==> src/rtl/wr_demux.sv <==
// Write demultiplexer into a flat register store with per-entry valid flags,
// registered write acknowledge and out-of-range error flag.
module wr_demux #(
   parameter int WIDTH    = 5,
   parameter int WID      = 32,
   parameter int DEPTH    = 1 << WIDTH,
   parameter int ZERO_REG = 1
) (
   input  logic                   clk_i,
   input  logic                   rst_i,
   input  logic                   write_en_i,
   input  logic [WIDTH-1:0]       index_i,
   input  logic [WID-1:0]         data_i,
   input  logic                   clear_en_i,
   input  logic [WIDTH-1:0]       clear_index_i,
   output logic [WID*DEPTH-1:0]   data_o,
   output logic [DEPTH-1:0]       valid_o,
   output logic                   write_ack_o,
   output logic                   err_o
);

   localparam logic [DEPTH-1:0] VALID_RST = DEPTH'((ZERO_REG != 0) ? 1'b1 : 1'b0);

   logic                      w_wr_in_range;
   logic                      w_clr_in_range;
   logic                      w_wr_ok;
   logic                      w_clr_ok;
   logic [DEPTH-1:0]          w_wr_sel;
   logic [DEPTH-1:0]          w_clr_sel;
   logic [DEPTH-1:0]          w_valid_nxt;

   logic [DEPTH-1:0][WID-1:0] r_data;
   logic [DEPTH-1:0]          r_valid;
   logic                      r_ack;
   logic                      r_err;

   assign w_wr_in_range  = (32'(index_i) < 32'(DEPTH));
   assign w_clr_in_range = (32'(clear_index_i) < 32'(DEPTH));
   assign w_wr_ok        = write_en_i && w_wr_in_range;
   assign w_clr_ok       = clear_en_i && w_clr_in_range;

   // Entry decode and next valid flags; a write overrides a clear to the same entry.
   always_comb begin
      w_wr_sel    = '0;
      w_clr_sel   = '0;
      w_valid_nxt = r_valid;
      for (int i = 0; i < DEPTH; i++) begin
         if ((ZERO_REG != 0) && (i == 0)) begin
            w_valid_nxt[i] = 1'b1;
         end else begin
            w_wr_sel[i]    = w_wr_ok  && (32'(index_i) == 32'(i));
            w_clr_sel[i]   = w_clr_ok && (32'(clear_index_i) == 32'(i));
            w_valid_nxt[i] = w_wr_sel[i] | (r_valid[i] & ~w_clr_sel[i]);
         end
      end
   end

   // Storage, valid flags and the one-cycle ack/error pulses.
   always_ff @(posedge clk_i or posedge rst_i) begin
      if (rst_i) begin
         r_data  <= '0;
         r_valid <= VALID_RST;
         r_ack   <= 1'b0;
         r_err   <= 1'b0;
      end else begin
         for (int i = 0; i < DEPTH; i++) begin
            if (w_wr_sel[i]) begin
               r_data[i] <= data_i;
            end
         end
         r_valid <= w_valid_nxt;
         r_ack   <= w_wr_ok;
         r_err   <= write_en_i && !w_wr_in_range;
      end
   end

   assign data_o      = r_data;
   assign valid_o     = r_valid;
   assign write_ack_o = r_ack;
   assign err_o       = r_err;

endmodule
==> config.mk <==
export PLATFORM = sky130hd
export DESIGN_NAME = wr_demux
export DESIGN_NICKNAME = d
export VERILOG_FILES = /design/src/rtl/wr_demux.sv
export SDC_FILE = /design/constraint.sdc
export NUM_CORES = 2
export LEC_CHECK = 0
export CAP_MARGIN = 30
export CORE_AREA = 2 2 432 434
export CTS_CLUSTER_SIZE = 24
export DETAILED_ROUTE_END_ITERATION = 12
export DIE_AREA = 0 0 434 436
export GPL_TIMING_DRIVEN = 0
export HOLD_SLACK_MARGIN = 0.05
export MAX_ROUTING_LAYER = met4
export PLACE_DENSITY_LB_ADDON = 0.05
export SLEW_MARGIN = 30
export SYNTH_ARGS = -nofsm -noshare
export SYNTH_HDL_FRONTEND = slang
export SYNTH_SLANG_ARGS = --single-unit
==> constraint.sdc <==
create_clock -name clk_i -period 46.5 [get_ports clk_i]
set_clock_uncertainty 0.1 [all_clocks]
set_input_delay 9.3 -clock clk_i [delete_from_list [all_inputs] [get_ports clk_i]]
set_output_delay 9.3 -clock clk_i [all_outputs]
set_load 0.005 [all_outputs]
# After elaboration in Yosys (flattened, before gate mapping)
# Cells that the tools add are included.
[op_classes] n_eq_ne=62 bitwise=93 n_reduce_logical=62
[op_table] operator="$eq A5 B5 Y1 const B" n=32
[op_table] operator="$eq A5 B4 Y1 const B" n=16
[op_table] operator="$logic_and A1 B1 Y1" n=62
[op_table] operator="$eq A5 B3 Y1 const B" n=8
[op_table] operator="$and A1 B1 Y1" n=31
[op_table] operator="$not A1 Y1" n=31
[op_table] operator="$or A1 B1 Y1" n=31
[op_table] operator="$eq A5 B2 Y1 const B" n=4
[op_table] operator="$eq A5 B1 Y1 const B" n=2
[totals] regBits=1024 inputBits=46 out_inout_bits=1058 wordCells=250

# Longest topological paths before layout
[depth] ltp_word=5 mapped_depth=6 depth_no_buf=3

# Worst setup path before layout
# OpenSTA, ideal clock, no wires.
[synth_timing] kind="input to register" startpoint="input index_i[1]" endpoint="register r_data (netlist bit data_o[1000])" setup_ps=125 arrival_time_ps=10553 required_ps=46275 setup_slack_ps=35722 path_stages=5 path_buffers=2 cell_sequence="clkbuf_1 > nand2_1 > nor2_1 > buf_2 > mux2_2"
[synth_via] elab_chain_cells=2
[synth_lines] element="start: declaration" line_no="12" source="input logic [WIDTH-1:0] index_i,"
[synth_lines] element="$eq A5 B5 Y1" line_no="51" source="w_wr_sel[i] = w_wr_ok && (32'(index_i) == 32'(i));"
[synth_lines] element="$logic_and A1 B1 Y1" line_no="51"
[synth_lines] element="end signal: indexed assignment" line_no="68" source="r_data[i] <= data_i;"
[synth_lines] element="end: declaration" line_no="32" source="logic [DEPTH-1:0][WID-1:0] r_data;"
# Every way passes these cells.
# A chain may end at the register's enable or synchronous reset.

# Worst setup path after layout
[layout_timing] startpoint="input write_en_i" endpoint="register r_data (netlist bit data_o[941])"
[layout_via] elab_chain_cells=1
[layout_lines] element="start: declaration" line_no="11" source="input logic write_en_i,"
[layout_lines] element="$logic_and A1 B1 Y1" line_no="51"
# Every way passes these cells.

==> results.json <==
{
  "largest_vdd_supply_drop_v": 0.00003017,
  "period_minus_slack_ps": 11860,
  "worstPathMaxFanout": 10,
  "synth_async_sr_flop_share": 1.000,
  "drtPass1Iterations": 4,
  "initial_core_utilization": 0.2091,
  "timing.final.setup_violations": 0,
  "die-area_um2": 189200,
  "tritoncts": "built",
  "number_of_enable_type_register_cells_in_the_synthesized_netlist": 0,
  "ioPinCount": 1104,
  "worstSetupStartpointType": "primary input",
  "final.fill_count": 18830,
  "critical-path-slowest-cell": "sky130_fd_sc_hd__nor2_2",
  "finish.net_count": 3675,
  "ys_seq_elements": 1024,
  "ys_seq_area_frac": 0.6638,
  "yosysMostFrequentCell": "sky130_fd_sc_hd__dfrtp_1",
  "core_region_area_um2": 184600,
  "synthCells": 2377,
  "finalWirelength_um": 183000,
  "grt_max_degree": 81,
  "yosys-top-cells-count": "sky130_fd_sc_hd__dfrtp_1, sky130_fd_sc_hd__mux2_2, sky130_fd_sc_hd__clkbuf_1, sky130_fd_sc_hd__buf_2, sky130_fd_sc_hd__o21ai_0",
  "worst_setup_path_category": "primary input to flop",
  "dr.first_iter.drc_count": 847,
  "worst_ep_arrival_time_ps": 12420,
  "ctsHtreeMaxLevel": 4,
  "final_hold_viol_count": 0,
  "final_period_utilization": 0.2551,
  "post-route-worst-setup-slack_ps": 34640,
  "post-cts-setup-buffer-count": 0,
  "floorplan.die.height_um": 436,
  "static-leakage-power_nw": 25.05,
  "synth.avg_cell_area_um2": 16.24,
  "route.detailed.vias_per_inst": 4.005,
  "post-synth-top-area-fraction": 0.6638,
  "slew_viol_final": 0,
  "antenna_violations_before_repair": 20,
  "setup_repair_after_global_routing_missed_its_margin": "false",
  "finalNonFillerCells": 6217,
  "gr-usage-all-layers": 0.1967,
  "io_buffers": 1067,
  "post-dp-hpwl_um": 137900,
  "worst_hold_path_type": "flop to flop",
  "cts_sinks": 1024,
  "synth.largest_area_cell": "sky130_fd_sc_hd__dfrtp_1",
  "route.vias.total": 24900,
  "drive_above_1_share": 0.3597,
  "first_global_vias": 26400,
  "cts_buffer_depth": 3,
  "endpoint_kind": "flop",
  "cts_made_buffers": 133,
  "critPathMaxStageDelay_ps": 870,
  "clk_pin_slew_ps": 60,
  "globalRoute.totalOverflow": 0,
  "drv.max_cap_violation_count": 0,
  "setup_total_negative_slack_ps": 0,
  "worst_path_dominant_cell_family": "simple AND/OR/NAND/NOR gates",
  "clock_latency_on_the_worst_skew_pair_ps": 780,
  "worst_pin_slew_ps": 1000,
  "root_buffer": "sky130_fd_sc_hd__clkbuf_16",
  "gp_congestion": 0.7499,
  "postCtsResizedCells": 0,
  "drc_errors": 0,
  "ant_nets": 0,
  "max_slew_margin_vs_limit": 0.3307,
  "worstPathBufferInverterCount": 2,
  "pwr_density_cell_nw_per_um2": 50.42,
  "placementRows": 158,
  "yosysWarnings": 0,
  "place_inst": 5974,
  "synthTopCellsByArea": "sky130_fd_sc_hd__dfrtp_1, sky130_fd_sc_hd__mux2_2, sky130_fd_sc_hd__buf_2",
  "cts-hold-fix-buffers": 0,
  "synth_flop_cell": "sky130_fd_sc_hd__dfrtp_1",
  "path_cells": "clkdlybuf4s50_1, nand4_1, nor2_2, buf_2, mux2_2",
  "synthToLayoutAreaGrowth_pct": 48.27,
  "ys_types": 25,
  "achievable-frequency_mhz": 84.30,
  "finalCoreUtilization": 0.3100,
  "worst_hold_slack_ps": 388.4,
  "status": "complete, no violations",
  "wl_per_cell_um": 29.43,
  "grt_first_pass_wirelength_um": 245000,
  "pre_cts_slack_ps": 33720,
  "die_width_um": 434,
  "mappedNetlistArea_um2": 38600,
  "worst_ep_required_time_ps": 47060
}
==> area by class of cell <==
cell class	count	area (um^2)	share of cell area
Sequential cell	1024	25620	0.4477
Multi-Input combinational cell	1150	11980	0.2094
Timing Repair Buffer	1085	11130	0.1945
Clock buffer	202	3857	0.06740
Tap cell	2480	3103	0.05422
Buffer	234	1147	0.02005
Clock inverter	27	340.3	0.005946
Antenna cell	14	35.03	0.0006121
Inverter	1	11.26	0.0001968
==> per-stage QoR <==
stage	area (um^2)	power (W)
after detailed placement	53000	0.001901
after global placement	52500	0.001902
final	57230	0.002885
after global routing	57220	0.003021
after floorplan	38720	0.001361
after CTS	57200	0.002951
==> placed cells by master (no fill, tap or decap), types with 2 or more instances in the layout <==
cell type and count:
sky130_fd_sc_hd__buf_16 15, sky130_fd_sc_hd__buf_2 92, sky130_fd_sc_hd__buf_4 34, sky130_fd_sc_hd__buf_6 5
sky130_fd_sc_hd__bufinv_16 5, sky130_fd_sc_hd__clkbuf_1 144, sky130_fd_sc_hd__clkbuf_16 133, sky130_fd_sc_hd__clkbuf_2 3
sky130_fd_sc_hd__clkbuf_8 27, sky130_fd_sc_hd__clkdlybuf4s50_1 1067, sky130_fd_sc_hd__clkinv_2 8, sky130_fd_sc_hd__clkinv_8 4
sky130_fd_sc_hd__clkinvlp_4 2, sky130_fd_sc_hd__conb_1 34, sky130_fd_sc_hd__dfrtp_1 1024, sky130_fd_sc_hd__diode_2 14
sky130_fd_sc_hd__inv_6 8, sky130_fd_sc_hd__mux2_1 4, sky130_fd_sc_hd__mux2_2 988, sky130_fd_sc_hd__nand2_1 36
sky130_fd_sc_hd__nand2b_1 8, sky130_fd_sc_hd__nand4_1 2, sky130_fd_sc_hd__nand4b_1 6, sky130_fd_sc_hd__nor2_1 4
sky130_fd_sc_hd__nor2_2 8, sky130_fd_sc_hd__nor2b_1 2, sky130_fd_sc_hd__nor4bb_1 3, sky130_fd_sc_hd__o21ai_0 43
sky130_fd_sc_hd__or2_2 2, sky130_fd_sc_hd__or3_1 2, sky130_fd_sc_hd__or4bb_1 2
==> flip-flops by register name, summed over array words and instances (netlist names) <==
signal,count
data_o,992
valid_o,31
write_ack_o,1
==> logic make-up (layout without fill, tap and decap cells) <==
group                  count (synthesis)  count (layout)  share of synthesized area
and+or+nand+nor                       81              81                    0.01128
DFF                                 1024            1024                     0.6638
buffers and inverters                235            1549                    0.02972
muxes                                992             992                     0.2894
other                                  2              48                  0.0001946
AOI/OAI and AO/OA                     43              43                   0.005575
==> routing by layer <==
layer	track usage	up-vias	share of wire
met2	0.3425	760	0.52
met4	0.09487	0	0.050
met1	0.1994	13120	0.36
li1	-	10780	-
met3	0.06051	247	0.069
met5	-	-	0
==> path summary, 6_finish.rpt <==
path / depth (start not counted) / slack (ps) / start / end
setup / recovery: 5 / 34640 / write_en_i / data_o[941]
hold / removal: 1 / 390 / data_o[776] / data_o[776]
setup reg to reg: 1 / 45580 / data_o[593] / data_o[593]
hold reg to reg: 1 / 390 / data_o[776] / data_o[776]
max in group asynchronous: 7 / 35030 / rst_i / data_o[460]
min in group asynchronous: 2 / 8890 / rst_i / data_o[305]
==> report_power, final <==
part / internal, W / switching (W) / total [W]
combinational: 0.000422 / 0.000291 / 0.000713
clock: 0.000599 / 0.000420 / 0.00102
sequential: 0.00107 / 0.0000881 / 0.00115
total: 0.00209 / 0.000799 / 0.00289
(Power assumes the default switching activity.)
==> RTL change 1: new RTL, same settings <==
Reset style: synchronous (`rst_i`), changed in one clocked block.
--- a/src/rtl/wr_demux.sv
+++ b/src/rtl/wr_demux.sv
@@ -56,7 +56,7 @@
    end
 
    // Storage, valid flags and the one-cycle ack/error pulses.
-   always_ff @(posedge clk_i or posedge rst_i) begin
+   always_ff @(posedge clk_i) begin
       if (rst_i) begin
          r_data  <= '0;
          r_valid <= VALID_RST;
Check against the original RTL: not settled (the Yosys comparison gave no result); the edit may change what the design does.
==> RTL change 1 against the unedited design <==
Critical path depth shrank 4; cell count grew 18%; cell area grew 1.2%; first-iteration DRC count grew 41%; global-route usage grew 3.2 points; wire length grew 17%; non-clock buffer count grew 102; setup slack gained 0.59 ns; area after synthesis grew 2.1%; sequential cell count is the same.
Power is not compared: it rests on default switching activity, and its combinational part moved more than twofold at a synthesized area within 25%.
==> RTL change 1: results (changes against the unedited design) <==
Layout Nets = 4802 (+31%)
TritonRoute pass-1 iters = 5 (+1)
Port Buffers = 1068 (+0.094%)
routed wire length = 215 mm (+17%)
post-synthesis mux area share = 25.2% (-3.7 points)
FILL cells = 19092 (+1.4%)
Placed Instances = 7097 (+19%)
CP top delay family = buffers and inverters
top post-synthesis cells by count = nand2b_1, dfxtp_1, mux2i_1
layout cell share with drive strength beyond 1 = 8.32% (-28 points)
antenna violations before repair = 39 (+95%)
largest net degree at the start of global routing = 17 (-79%)
Synth cell types = 28 (+12%)
grt met2 use = 40.3% (+6.0 points)
met3 Track Usage GR = 5.87% (-0.18 points)
Worst Tran Pin Value = 0.946 ns (-0.0540 ns)
hpwl dp = 163 mm (+18%)
status = complete, no violations
post-place setup slack = 34.28 ns (+0.566 ns)
first-pass GRT wire length = 285 mm (+16%)
slowest stage delay, CP = 0.70 ns (-0.17 ns)
Crit Path Max Fanout = 2 (-8)
slowest CP cell = clkdlybuf4s50_1
DP Area = 53400 µm² (+0.72%)
wire length on met3 = 13.0 mm (+2.6%)
Reg2Reg Launch Point = data_o[705]$_SDFFE_PP0P_
Total Power = 2.08 mW
met2 WL = 111 mm (+16%)
vias per cell = 4.07 (+1.5%)
RTL change 1: cell count changes in the layout (fill, tap and decap cells not counted), moves of 88 or more:
cell,unedited run,this run
dfrtp_1,1024,0
dfxtp_1,0,1024
nand2b_1,8,1018
mux2i_1,0,992
mux2_2,988,0
clkbuf_1,144,232
RTL change 1: path summary, 6_finish.rpt:
kind                         endpoint  slack [ns]  cells past startpoint
max                       data_o[575]       35.23                      1
min          data_o[257]$_SDFFE_PP0P_        0.37                      2
max reg2reg  data_o[705]$_SDFFE_PP0P_       45.66                      2
min reg2reg  data_o[257]$_SDFFE_PP0P_        0.37                      2
RTL change 1: cell type report:
type                       count  area, µm²  share of cell area (%)
sequential                  1024      20500                    35.4
buffer                       351       1820                    3.15
clock buffer                 210       4160                    7.18
antenna                       13       32.5                  0.0562
multi-input combinational   2173      17300                    29.8
clock inverter                26        342                   0.590
timing repair buffer        1070      10700                    18.5
tap                         2480       3100                    5.36
==> RTL change 2: new RTL, config.mk and constraints unchanged <==
Made on the original files. `WIDTH`: 5 -> 4.
--- a/src/rtl/wr_demux.sv
+++ b/src/rtl/wr_demux.sv
@@ -1,7 +1,7 @@
 // Write demultiplexer into a flat register store with per-entry valid flags,
 // registered write acknowledge and out-of-range error flag.
 module wr_demux #(
-   parameter int WIDTH    = 5,
+   parameter int WIDTH    = 4,
    parameter int WID      = 32,
    parameter int DEPTH    = 1 << WIDTH,
    parameter int ZERO_REG = 1
Ports: changed (resized clear_index_i, data_o, index_i and valid_o); port bits go from 1104 to 574. The function was not compared with the original's and may differ.
==> RTL change 2 against the unedited design <==
Non-clock buffer count is 654 lower; cell area fell by 47%; count of clock-buffer cells in the layout is 84 lower; via count decreased by 51%; critical path depth unchanged; sequential cell count down 528; setup slack gained 0.43 ns; area after synthesis is 51% lower; total power fell by 45%; die area unchanged; wire length is 48% lower; core utilization is 15 points lower; global-route usage fell by 9.3 points.
==> RTL change 2: results (changes against the unedited design) <==
antenna violations before repair = 11 (-45%)
R2R setup slack = 45.62 ns (+0.04 ns)
vias in the first global route = 13670 (-48%)
hold-fix buffers at CTS = 0 (unchanged)
crit share post-route = 24.6% (-0.92 points)
vias per cell = 2.80 (-30%)
GPL Wtd Cong = 0.697 (-7.0%)
post-place setup slack = 34.15 ns (+0.434 ns)
routed wire length = 95.1 mm (-48%)
final hold slack = 0.400 ns (+0.0117 ns)
Num CTS Buffers = 76 (-43%)
Layout Nets = 1858 (-49%)
hold path startpoint = data_o[150]$_DFFE_PP0P_
Hold Path Depth = 1 (unchanged)
final std cells w/o fill = 4356 (-30%)
TritonRoute pass-1 iters = 4 (unchanged)
worst vdd ir = 0.0238 mV (-21%)
Critical Path Source = write_en_i
worst skew pair latency = 0.67 ns (-0.11 ns)
Iteration-0 DRC Markers = 296 (-65%)
layout cell share with drive strength beyond 1 = 37.2% (+1.3 points)
Crit Path Max Fanout = 10 (unchanged)
clock tree buffer depth = 3 (unchanged)
post-CTS sizing = 0 (unchanged)
Critical Path AT = 11.88 ns (-0.54 ns)
ys async rst share = 100% (unchanged)
Endpoint, Worst Hold = data_o[150]$_DFFE_PP0P_
Placed Instances = 4216 (-29%)
largest net degree at the start of global routing = 79 (-2.5%)
FILL cells = 20351 (+8.1%)
number of H-tree levels = 3 (-1)
Syn Inst Count = 1156 (-51%)
status = complete, no violations
first-pass GRT wire length = 128 mm (-48%)
predominant post-synthesis flop cell = dfrtp_1
end of the worst register-to-register path = data_o[345]$_DFFE_PP0P_
Reg2Reg Launch Point = data_o[345]$_DFFE_PP0P_
Port Buffers = 539 (-49%)
Clock Tree Root = clkbuf_16
DP Area = 27700 µm² (-48%)
Synth cell types = 20 (-20%)
Worst Setup EP = data_o[355]$_DFFE_PP0P_
sequential share of the synthesized area = 65.9% (-0.51 points)
max reg flops = 480 (-52%)
Slew headroom = 36.0% (+2.9 points)
post-CTS setup buffer count = 0 (unchanged)
top post-synthesis cells by count = dfrtp_1, mux2_2, buf_2
hpwl dp = 71.4 mm (-48%)
cells taking the most area after synthesis = dfrtp_1, mux2_2, buf_4
GRT Util Overall = 10.3% (-9.3 points)
Synth warnings = 0 (unchanged)
Final TNS setup = 0 ns (unchanged)
Leakage = 12.2 nW (-51%)
==> RTL change 2: cell types whose count changed in the layout (fill, tap and decap cells not counted), moves of 6 or more <==
cell,before,now
clkbuf_8,27,20
clkbuf_16,133,81
mux2_2,988,475
nand2_1,36,7
buf_16,15,8
clkbuf_1,144,48
dfrtp_1,1024,496
inv_6,8,2
buf_2,92,40
clkdlybuf4s50_1,1067,539
o21ai_0,43,24
nand4b_1,6,0
==> RTL change 2: critical path, cell delays in order <==
cell and delay [ns]:
clkdlybuf4s50_1 0.55, nand3b_1 0.34, nor2_1 0.72, buf_2 0.54, mux2_2 0.39
==> RTL change 2: where the power goes <==
part           total [mW]  internal, mW  leakage [nW]  switching (mW)
Combinational       0.399         0.245          4.90           0.153
Sequential          0.586         0.532          6.08          0.0532
Clock               0.589         0.363          1.24           0.226
Total                1.57          1.14          12.2           0.432
==> RTL change 2: cell type report <==
cell class	count	area, µm²	share of cell area (%)
Multi-Input combinational cell	574	5870	19.4
Inverter	1	11.3	0.0372
Timing Repair Buffer	548	5630	18.6
Sequential cell	496	12400	41.0
Tap cell	2480	3100	10.3
Buffer	117	688	2.27
Antenna cell	10	25.0	0.0827
Clock inverter	12	145	0.480
Clock buffer	118	2370	7.82
==> RTL change 2: kinds of logic (layout without fill, tap and decap cells) <==
group                  count (synthesis)  in the layout  synth area share, %
muxes                                480            480                 28.8
AOI/OAI and AO/OA                     24             24                0.637
other                                  2             44               0.0399
buffers and inverters                118            796                 3.65
DFF                                  496            496                 65.9
and+or+nand+nor                       36             36                 1.02
==> RTL change 2: routing by layer <==
metal / global-route usage (%) / vias to the layer above / routed length, µm
li1: - / 5322 / -
met1: 10.2 / 6382 / 34300
met2: 18.3 / 385 / 50200
met3: 3.73 / 129 / 7440
met4: 3.94 / 0 / 3180
met5: - / - / 0
